### src/rtl/thermostat_pkg.sv
// Shared thermostat constants: word geometry, temperature field location, sampler FSM encoding.
// Pure definitions, no logic.
package thermostat_pkg;

  localparam int TEMP_W   = 10;
  localparam int RAW_W    = 16;
  localparam int TEMP_MSB = 14;
  localparam int TEMP_LSB = 5;
  localparam int SIGN_BIT = 15;

  typedef enum logic [1:0] {
    ST_IDLE    = 2'd0,
    ST_REQUEST = 2'd1,
    ST_RELEASE = 2'd2
  } sampler_state_t;

  // A negative reading is below anything the thermostat regulates, so it saturates to zero.
  function automatic logic [TEMP_W-1:0] extract_code(input logic [RAW_W-1:0] raw);
    logic [TEMP_W-1:0] code;
    code = raw[TEMP_MSB:TEMP_LSB];
    if (raw[SIGN_BIT]) begin
      code = '0;
    end
    return code;
  endfunction

endpackage

### src/rtl/temp_sampler_if.sv
// Sampler bus: SPI-handler request/data side plus filtered temperature side.
// master = sampler, slave = SPI handler / thermostat logic.
interface temp_sampler_if;
  import thermostat_pkg::*;

  logic              i_enable;
  logic              o_data_request;
  logic [RAW_W-1:0]  i_data;
  logic              i_data_valid;
  logic [TEMP_W-1:0] o_temperature;
  logic              o_temp_valid;
  logic              o_temp_ready;
  logic              o_timeout;

  modport master (
    input  i_enable, i_data, i_data_valid,
    output o_data_request, o_temperature, o_temp_valid, o_temp_ready, o_timeout
  );

  modport slave (
    output i_enable, i_data, i_data_valid,
    input  o_data_request, o_temperature, o_temp_valid, o_temp_ready, o_timeout
  );

endinterface

### src/rtl/temp_avg_filter.sv
// Moving-average filter over 2^AVG_LOG2 samples with first-sample preload.
// Latency: sample strobe -> sum update +1 cycle -> registered average strobe +2 cycles.
// No backpressure: every sample strobe is absorbed.
module temp_avg_filter
  import thermostat_pkg::*;
#(
  parameter int AVG_LOG2 = 2
) (
  input  logic              i_clk,
  input  logic              i_rst_n,
  input  logic              sample_vld,
  input  logic [TEMP_W-1:0] sample_dat,
  output logic              avg_vld,
  output logic [TEMP_W-1:0] avg_dat,
  output logic              primed
);

  localparam int DEPTH = 1 << AVG_LOG2;
  localparam int PTR_W = (AVG_LOG2 == 0) ? 1 : AVG_LOG2;
  localparam int SUM_W = TEMP_W + AVG_LOG2;

  logic [TEMP_W-1:0] ring [DEPTH];
  logic [PTR_W-1:0]  wr_ptr;
  logic [SUM_W-1:0]  sum;
  logic              first;
  logic              sum_upd;

  always_ff @(posedge i_clk or negedge i_rst_n) begin
    if (!i_rst_n) begin
      for (int i = 0; i < DEPTH; i++) begin
        ring[i] <= '0;
      end
      wr_ptr  <= '0;
      sum     <= '0;
      first   <= 1'b1;
      sum_upd <= 1'b0;
      avg_vld <= 1'b0;
      avg_dat <= '0;
      primed  <= 1'b0;
    end else begin
      sum_upd <= sample_vld;
      avg_vld <= sum_upd;
      if (sum_upd) begin
        avg_dat <= TEMP_W'(sum >> AVG_LOG2);
        primed  <= 1'b1;
      end
      if (sample_vld) begin
        if (first) begin
          // Fill the whole window so the first output equals the first sample.
          for (int i = 0; i < DEPTH; i++) begin
            ring[i] <= sample_dat;
          end
          sum   <= SUM_W'(sample_dat) << AVG_LOG2;
          first <= 1'b0;
        end else begin
          ring[wr_ptr] <= sample_dat;
          sum          <= sum - SUM_W'(ring[wr_ptr]) + SUM_W'(sample_dat);
        end
        wr_ptr <= (wr_ptr == PTR_W'(DEPTH - 1)) ? '0 : wr_ptr + 1'b1;
      end
    end
  end

endmodule

### src/rtl/temp_sampler.sv
// Periodic thermometer acquisition: request/valid exchange with the SPI handler, capture, averaging.
// Latency: capture edge N -> filtered temperature strobe on edge N+2.
// Backpressure: a held data_valid parks the FSM in RELEASE; no new request until it falls.
module temp_sampler
  import thermostat_pkg::*;
#(
  parameter int SAMPLE_PERIOD = 20000,
  parameter int TIMEOUT       = 2000,
  parameter int AVG_LOG2      = 2
) (
  input  logic           i_clk,
  input  logic           i_rst_n,
  temp_sampler_if.master bus
);

  localparam int PCNT_W = $clog2(SAMPLE_PERIOD);
  localparam int TCNT_W = $clog2(TIMEOUT);

  sampler_state_t    state, state_nxt;
  logic [PCNT_W-1:0] period_cnt;
  logic [TCNT_W-1:0] tmo_cnt;
  logic              start_req;
  logic              capture;
  logic              expire;
  logic              cap_vld;
  logic [TEMP_W-1:0] cap_dat;
  logic              timeout_q;

  always_ff @(posedge i_clk or negedge i_rst_n) begin
    if (!i_rst_n) begin
      state <= ST_IDLE;
    end else begin
      state <= state_nxt;
    end
  end

  always_comb begin
    state_nxt = state;
    start_req = 1'b0;
    capture   = 1'b0;
    expire    = 1'b0;
    case (state)
      ST_IDLE: begin
        if (bus.i_enable && period_cnt == '0) begin
          state_nxt = ST_REQUEST;
          start_req = 1'b1;
        end
      end
      ST_REQUEST: begin
        if (bus.i_data_valid) begin
          state_nxt = ST_RELEASE;
          capture   = 1'b1;
        end else if (tmo_cnt == '0) begin
          state_nxt = ST_RELEASE;
          expire    = 1'b1;
        end
      end
      ST_RELEASE: begin
        if (!bus.i_data_valid) begin
          state_nxt = ST_IDLE;
        end
      end
      default: state_nxt = ST_IDLE;
    endcase
  end

  // Period counter runs free of the FSM so request edges stay on the sample grid.
  always_ff @(posedge i_clk or negedge i_rst_n) begin
    if (!i_rst_n) begin
      period_cnt <= '0;
      tmo_cnt    <= '0;
      cap_vld    <= 1'b0;
      cap_dat    <= '0;
      timeout_q  <= 1'b0;
    end else begin
      if (start_req) begin
        period_cnt <= PCNT_W'(SAMPLE_PERIOD - 1);
      end else if (period_cnt != '0) begin
        period_cnt <= period_cnt - 1'b1;
      end

      if (start_req) begin
        tmo_cnt <= TCNT_W'(TIMEOUT - 1);
      end else if (state == ST_REQUEST && tmo_cnt != '0) begin
        tmo_cnt <= tmo_cnt - 1'b1;
      end

      cap_vld <= capture;
      if (capture) begin
        cap_dat <= extract_code(bus.i_data);
      end

      if (expire) begin
        timeout_q <= 1'b1;
      end else if (capture) begin
        timeout_q <= 1'b0;
      end
    end
  end

  assign bus.o_data_request = (state == ST_REQUEST);
  assign bus.o_timeout      = timeout_q;

  temp_avg_filter #(
    .AVG_LOG2 (AVG_LOG2)
  ) u_filter (
    .i_clk      (i_clk),
    .i_rst_n    (i_rst_n),
    .sample_vld (cap_vld),
    .sample_dat (cap_dat),
    .avg_vld    (bus.o_temp_valid),
    .avg_dat    (bus.o_temperature),
    .primed     (bus.o_temp_ready)
  );

endmodule

### src/flat_wrapper.sv
// flat-port wrapper written by rule: the top's interface ports become plain ports
module temp_sampler_flat import thermostat_pkg::*;
#(
  parameter int SAMPLE_PERIOD = 20000,
  parameter int TIMEOUT       = 2000,
  parameter int AVG_LOG2      = 2
)
  (i_clk, i_rst_n, bus_i_enable, bus_i_data, bus_i_data_valid, bus_o_data_request, bus_o_temperature, bus_o_temp_valid, bus_o_temp_ready, bus_o_timeout);
  temp_sampler_if bus_i ();
  input  logic i_clk;
  input  logic i_rst_n;
  input wire logic [$bits(bus_i.i_enable)-1:0] bus_i_enable;
  input wire logic [$bits(bus_i.i_data)-1:0] bus_i_data;
  input wire logic [$bits(bus_i.i_data_valid)-1:0] bus_i_data_valid;
  output wire logic [$bits(bus_i.o_data_request)-1:0] bus_o_data_request;
  output wire logic [$bits(bus_i.o_temperature)-1:0] bus_o_temperature;
  output wire logic [$bits(bus_i.o_temp_valid)-1:0] bus_o_temp_valid;
  output wire logic [$bits(bus_i.o_temp_ready)-1:0] bus_o_temp_ready;
  output wire logic [$bits(bus_i.o_timeout)-1:0] bus_o_timeout;
  assign bus_i.i_enable = bus_i_enable;
  assign bus_i.i_data = bus_i_data;
  assign bus_i.i_data_valid = bus_i_data_valid;
  assign bus_o_data_request = bus_i.o_data_request;
  assign bus_o_temperature = bus_i.o_temperature;
  assign bus_o_temp_valid = bus_i.o_temp_valid;
  assign bus_o_temp_ready = bus_i.o_temp_ready;
  assign bus_o_timeout = bus_i.o_timeout;
  temp_sampler #(.SAMPLE_PERIOD(SAMPLE_PERIOD), .TIMEOUT(TIMEOUT), .AVG_LOG2(AVG_LOG2)) u_core (.i_clk(i_clk), .i_rst_n(i_rst_n), .bus(bus_i));
endmodule
### config.mk
export PLATFORM = sky130hd
export DESIGN_NAME = temp_sampler_flat
export DESIGN_NICKNAME = d
export VERILOG_FILES = /design/src/rtl/thermostat_pkg.sv /design/src/rtl/temp_sampler_if.sv /design/src/rtl/temp_avg_filter.sv /design/src/rtl/temp_sampler.sv /design/src/flat_wrapper.sv
export SDC_FILE = /design/constraint.sdc
export NUM_CORES = 1
export LEC_CHECK = 0
export ABC_AREA = 1
export BUFFER_PORTS_ARGS = -buffer_cell sky130_fd_sc_hd__buf_4
export CAP_MARGIN = 20
export CORE_ASPECT_RATIO = 0.75
export CORE_MARGIN = 5
export CORE_UTILIZATION = 55
export DETAILED_ROUTE_END_ITERATION = 10
export HOLD_SLACK_MARGIN = 0.1
export PLACE_DENSITY = 0.76
export SYNTH_ARGS = -nofsm -noshare
export SYNTH_HDL_FRONTEND = slang
export SYNTH_SLANG_ARGS = --single-unit
### constraint.sdc
create_clock -name i_clk -period 2.8 [get_ports i_clk]
set_clock_uncertainty 0.2 [all_clocks]
set_input_delay 0.14 -clock i_clk [delete_from_list [all_inputs] [get_ports i_clk]]
set_output_delay 0.14 -clock i_clk [all_outputs]
set_load 0.02 [all_outputs]
# [After elaboration in Yosys (flattened, before gate mapping)]
# Index checks and enable logic that the tools add are counted.
[word_totals] output_inout_bits=14 wordCells=71 in_bits=20 memories=0 regBits=108 latch_bits=0 rom_bits=0 ram_bits=0
[classes] mul=0 n_lt_le_gt_ge=2 addsub=5 reduce_logical=12 div_mod_pow=0 n_shift=0 n_mux=28 eq_ne=6 n_bitwise=1
[op_table] cell="40-bit bitwise mux" n=1
[op_table] cell="10-bit two-way mux" n=4
[op_table] cell="40-bit two-way mux" n=1
[op_table] cell="15-bit two-way mux" n=2
[op_table] cell="11-bit two-way mux" n=2
[op_table] cell="10-bit binary-select mux with 2-bit select" n=1
[op_table] cell="10-bit demux with 2-bit select" n=1
[op_table] cell="15-bit logical NOT" n=1
[op_table] cell="15-bit nonzero test" n=1
[op_table] cell="15-bit by 1-bit subtractor with 15-bit output, second input constant" n=1
[op_table] cell="12-bit by 10-bit adder with 12-bit output" n=1
[op_table] cell="12-bit two-way mux" n=1
[op_table] cell="12-bit by 10-bit subtractor with 12-bit output" n=1
[op_table] cell="11-bit logical NOT" n=1
[op_table] cell="11-bit nonzero test" n=1
[op_table] cell="11-bit by 1-bit subtractor with 11-bit output, second input constant" n=1
[op_table] cell="2-bit two-way mux" n=5
[op_table] cell="1-bit two-way mux" n=9
[op_table] cell="2-bit case mux with 3 select lines" n=1
[op_table] cell="2-bit nonzero test" n=3
[op_table] cell="2-bit equality test, second input constant" n=2
[op_table] cell="3-bit greater-or-equal comparator, second input constant" n=1
[op_table] cell="1-bit logical AND" n=3
[op_table] cell="3-bit by 1-bit less-than comparator with 1-bit output, second input constant" n=1
[op_table] cell="8 further kinds" n=8

# [Depth between registers and ports, before layout]
[logic_depth] depth_word=7 depth_mapped=18 mapped_depth_nobuf=17

# [Hierarchy]
# Synthesis repeated with hierarchy kept, for this count alone.
[hier_totals] hier_cells=750 area_unflattened_um2=6045.8
[by_module_without_submodules] mod="temp_avg_filter" n_inst=1 cells_per_inst=471 area_each_um2=3761.1 seq_area_each_um2=1702.9
[by_module_without_submodules] mod="temp_sampler" n_inst=1 cells_per_inst=279 area_each_um2=2284.7 seq_area_each_um2=1001.0

# [Worst setup path before layout]
# Ideal clock, no wire load.
[synth_path] kind="register to register" start="register u_core.u_filter.wr_ptr[0]" end="register u_core.u_filter.sum[8]" setup_ps=123 path_buffers=1 stages_incl_launch_ff=15 setup_slack_ps=-14 arrival_time_ps=2491 cell_sequence="dfrtp_1 inv_1 clkbuf_1 nor2_1 o22ai_1 fa_1 fa_1 inv_1 nand3_1 nand3_1 nand2_1 nand3_1 nand2_1 o21ai_0 nand2_1"
[synth_via] elab_chain_len=7
[synth_lines] element="start, declared" line="temp_avg_filter.sv:23" source="logic [PTR_W-1:0] wr_ptr;"
[synth_lines] element="start signal, assigned" line="temp_avg_filter.sv:59" source="wr_ptr <= (wr_ptr == PTR_W'(DEPTH - 1)) ? '0 : wr_ptr + 1'b1;"
[synth_lines] element="2-bit NOT with 3-bit output (not written as such)" line="temp_avg_filter.sv:57" source="sum <= sum - SUM_W'(ring[wr_ptr]) + SUM_W'(sample_dat);"
[synth_lines] element="10-bit binary-select mux with 2-bit select" line="temp_avg_filter.sv:57"
[synth_lines] element="10-bit two-way mux (not written as such) (2 in a row)" line="temp_avg_filter.sv:57"
[synth_lines] element="12-bit by 10-bit subtractor with 12-bit output" line="temp_avg_filter.sv:57"
[synth_lines] element="12-bit by 10-bit adder with 12-bit output" line="temp_avg_filter.sv:57"
[synth_lines] element="12-bit two-way mux" line="temp_avg_filter.sv:48" source="if (first) begin"
[synth_lines] element="end signal, assigned" line="temp_avg_filter.sv:53" source="sum <= SUM_W'(sample_dat) << AVG_LOG2;"
[synth_lines] element="end signal, assigned" line="temp_avg_filter.sv:57"
[synth_lines] element="end, declared" line="temp_avg_filter.sv:24" source="logic [SUM_W-1:0] sum;"
# Every way passes these cells. The select of a mux whose other input is x is not followed.
# A chain may end at the register's enable or synchronous reset.

# [Worst setup path in the final report]
# Same ends and word-level chain as after synthesis.

==> impl_metrics.py <==
metrics = {
    "clocking": {
        "clk_latency_ns": 0.35,
        "cts-root-buf": "clkbuf_16",
        "path_clk_slew_ns": 0.07,
        "clk_path_buf_depth": 2,
        "htree_levels": 3,
        "cts_sinks": 108,
        "tritoncts": "yes",
        "cts_buffers": 9,
    },
    "power": {
        "cellLeakagePower_nw": 3.50,
        "ir_worst_vdd_uv": 456,
        "pwr_density_cell_nw_per_um2": 680,
    },
    "floorplan": {
        "rows": 32,
        "die_area_um2": 12900,
        "die_w_um": 129,
        "io_pins": 34,
        "core-area_um2": 10400,
        "start_util_pct": 56.6,
        "die_h_um": 99.4,
    },
    "detailed_routing": {
        "detail_route.wl_per_cell_um": 14.7,
        "viasPerCell": 5.44,
        "vias": 5093,
        "drc": 0,
        "first_iter_violations": 390,
        "ant_nets": 0,
        "dr.pass1.iters": 5,
        "wl_mm": 13.8,
    },
    "placed_design": {
        "hpwl_mm": 9.93,
        "gp_congestion": 0.878,
        "dpl_worst_slack_ns": -0.112,
        "place_inst": 897,
        "io_buffers": 28,
    },
    "worst_setup_path": {
        "worstPathRequired_ns": 2.84,
        "path_class": "reg -> reg",
        "cp_max_fo": 5,
        "arrival_ns": 2.90,
        "worstSetupStartpointType": "flip-flop",
        "endpoint_kind": "flip-flop",
        "r2r_setup_slack_ns": -0.06,
    },
    "global_routing": {
        "grt_max_degree": 56,
        "grt_pass1_wl_mm": 23.4,
        "grt_pass1_vias": 4948,
        "track_usage_pct": 22.5,
        "overflow": 0,
        "antenna_found_initial": 0,
    },
    "job": {
        "cap_violations": 0,
    },
    "final_layout": {
        "final_cell_count_no_fill": 937,
        "fillers": 824,
        "drive_gt1_share_pct": 18.7,
        "syn_to_final_growth_pct": 22.1,
        "antenna_cells": 0,
        "layout.nets": 844,
    },
    "logic_synthesis": {
        "syn_nets": 772,
        "synth_cell_types": 38,
        "synth_warnings": 0,
        "syn_inst": 724,
        "ys_ff_latch": 108,
        "yosysSeqAreaShare_pct": 46.1,
        "syn_avg_cell_area_um2": 8.10,
        "synth.cell_area_um2": 5870,
    },
    "sta": {
        "worst_pin_slew_ns": 0.708,
        "setup_slack_ns": -0.0623,
        "fin_crit_sh_pct": 102,
        "fin_crit_ns": 2.86,
        "slew_headroom_pct": 52.8,
        "hold_viol": 0,
        "rsz0062_at_grt": "yes",
        "setup_viol": 4,
        "fmax_mhz": 349,
        "timing.final.max_slew_violations": 0,
    },
    "status": {
        "violations": "negative setup slack",
        "status": "finished, violations left",
    },
    "hold_path": {
        "hold_class": "in -> reg",
    },
}
==> flip-flops by register name (all words and copies together), names as in the netlist <==
name                     flops
u_core.cap_vld               1
u_core.state                 2
u_core.u_filter.first        1
u_core.cap_dat              10
u_core.tmo_cnt              11
u_core.period_cnt           15
u_core.u_filter.avg_dat     10
u_core.u_filter.wr_ptr       2
u_core.u_filter.sum         12
u_core.u_filter.avg_vld      1
u_core.bus.o_timeout         1
u_core.u_filter.sum_upd      1
u_core.u_filter.primed       1
u_core.u_filter.ring        40
==> synthesized netlist by cell type (all sizes together) <==
cell | instances | area (um2)
or2 | 1 | 6.26
a21oi | 23 | 115
buf | 2 | 10.0
dfstp | 1 | 26.3
nand3 | 52 | 278
o22ai | 11 | 68.8
xor2 | 15 | 131
o21ai | 104 | 521
fa | 10 | 200
o32ai | 1 | 8.76
nand2 | 154 | 596
nand3b | 2 | 15.0
nor2 | 74 | 342
xnor2 | 3 | 26.3
o21bai | 1 | 7.51
nand4 | 6 | 37.5
clkbuf | 19 | 71.3
ha | 18 | 225
a22oi | 3 | 22.5
nor3 | 4 | 41.3
o31ai | 1 | 7.51
inv | 107 | 404
o211ai | 1 | 7.51
clkinv | 4 | 20.0
dfrtp | 107 | 2680
==> power breakdown <==
part           internal [mW]  switching (mW)  leakage, nW
clock                  0.612           0.575        0.130
sequential              1.66          0.0574         1.38
combinational          0.867            1.10         1.99
==> path summary, 6_finish.rpt <==
path	from	endpoint	cells after the start
worst min-delay path	bus_i_data[15]	u_core.cap_dat[4]	4
worst max register to register	u_core.u_filter.wr_ptr[0]	u_core.u_filter.sum[8]	15
worst min register to register	u_core.u_filter.sum_upd	u_core.u_filter.avg_vld	0
min in group asynchronous	i_rst_n	u_core.tmo_cnt[9]	2
worst max-delay path	u_core.u_filter.wr_ptr[0]	u_core.u_filter.sum[8]	15
max in group asynchronous	i_rst_n	u_core.u_filter.avg_dat[3]	3
==> metrics by stage <==
stage | hold WS, ns | util [%] | setup TNS [ns] | cell area (um2) | power (mW)
after global routing | 0.148 | 69.1 | -0.980 | 7160 | 5.25
after detailed placement | 0.0376 | 61.7 | -0.360 | 6400 | 3.32
after floorplan | -0.356 | - | 0 | 5870 | 2.83
after global placement | 0.0300 | 61.7 | -0.0354 | 6400 | 3.28
after CTS | 0.105 | 67.4 | -0.00923 | 6990 | 4.66
final | 0.109 | 69.1 | -0.138 | 7160 | 4.87
==> what timing repair did <==
action,CTS,global route
setup buffers,0,2
hold buffers,21,0
endpoints found under the setup margin,8,9
gates resized for setup,20,51
pin swaps,3,14
gates cloned,0,1
endpoints found under the hold margin,74,0
==> critical path, cell delays in order, from the launching register on <==
cell,delay (ns)
dfrtp_1,0.41
inv_2,0.08
buf_6,0.14
o21ai_2,0.17
o22ai_2,0.09
fa_1,0.48
buf_4,0.16
fa_2,0.34
inv_2,0.07
nand3_2,0.06
nand3_2,0.09
nand2_1,0.09
nand3_1,0.09
nand2_1,0.06
o21ai_1,0.15
nand2_1,0.07
==> final cells by class <==
type / instances / area [um2] / share of cell area, %
Timing Repair Buffer: 82 / 699 / 9.76
Sequential cell: 108 / 2700 / 37.7
Tap cell: 136 / 170 / 2.38
Clock inverter: 6 / 46.3 / 0.646
Clock buffer: 10 / 229 / 3.20
Inverter: 111 / 427 / 5.96
Multi-Input combinational cell: 484 / 2890 / 40.3
==> logic make-up after synthesis <==
group	Yosys count	synth area share, %
fa+ha+maj	28	7.25
compound gates	145	12.9
flops	108	46.1
buf+inv	132	8.62
simple gates	293	22.4
xor+xnor	18	2.69
==> routing by layer <==
layer / vias to the layer above / track usage [%] / part of all wire (%)
met3: 23 / 4.56 / 6.4
met2: 181 / 34.9 / 46
met1: 2428 / 32.6 / 46
met5: - / 0 / 0
met4: 0 / 5.81 / 1.7
li1: 2461 / - / -
==> cell usage in the layout, fill, tap and decap left out, drive strengths merged, types with 2 or more instances in the layout <==
master,n
xor2,15
buf,61
nor3,4
nand4,6
a22oi,3
xnor2,3
nor2,74
nand3b,2
clkbuf,10
nand2,154
inv,110
clkinvlp,2
o22ai,11
o21ai,104
fa,10
nand3,52
a21oi,23
dfrtp,107
dlygate4sd3,21
ha,18
clkinv,5
(Power assumes the default switching activity.)
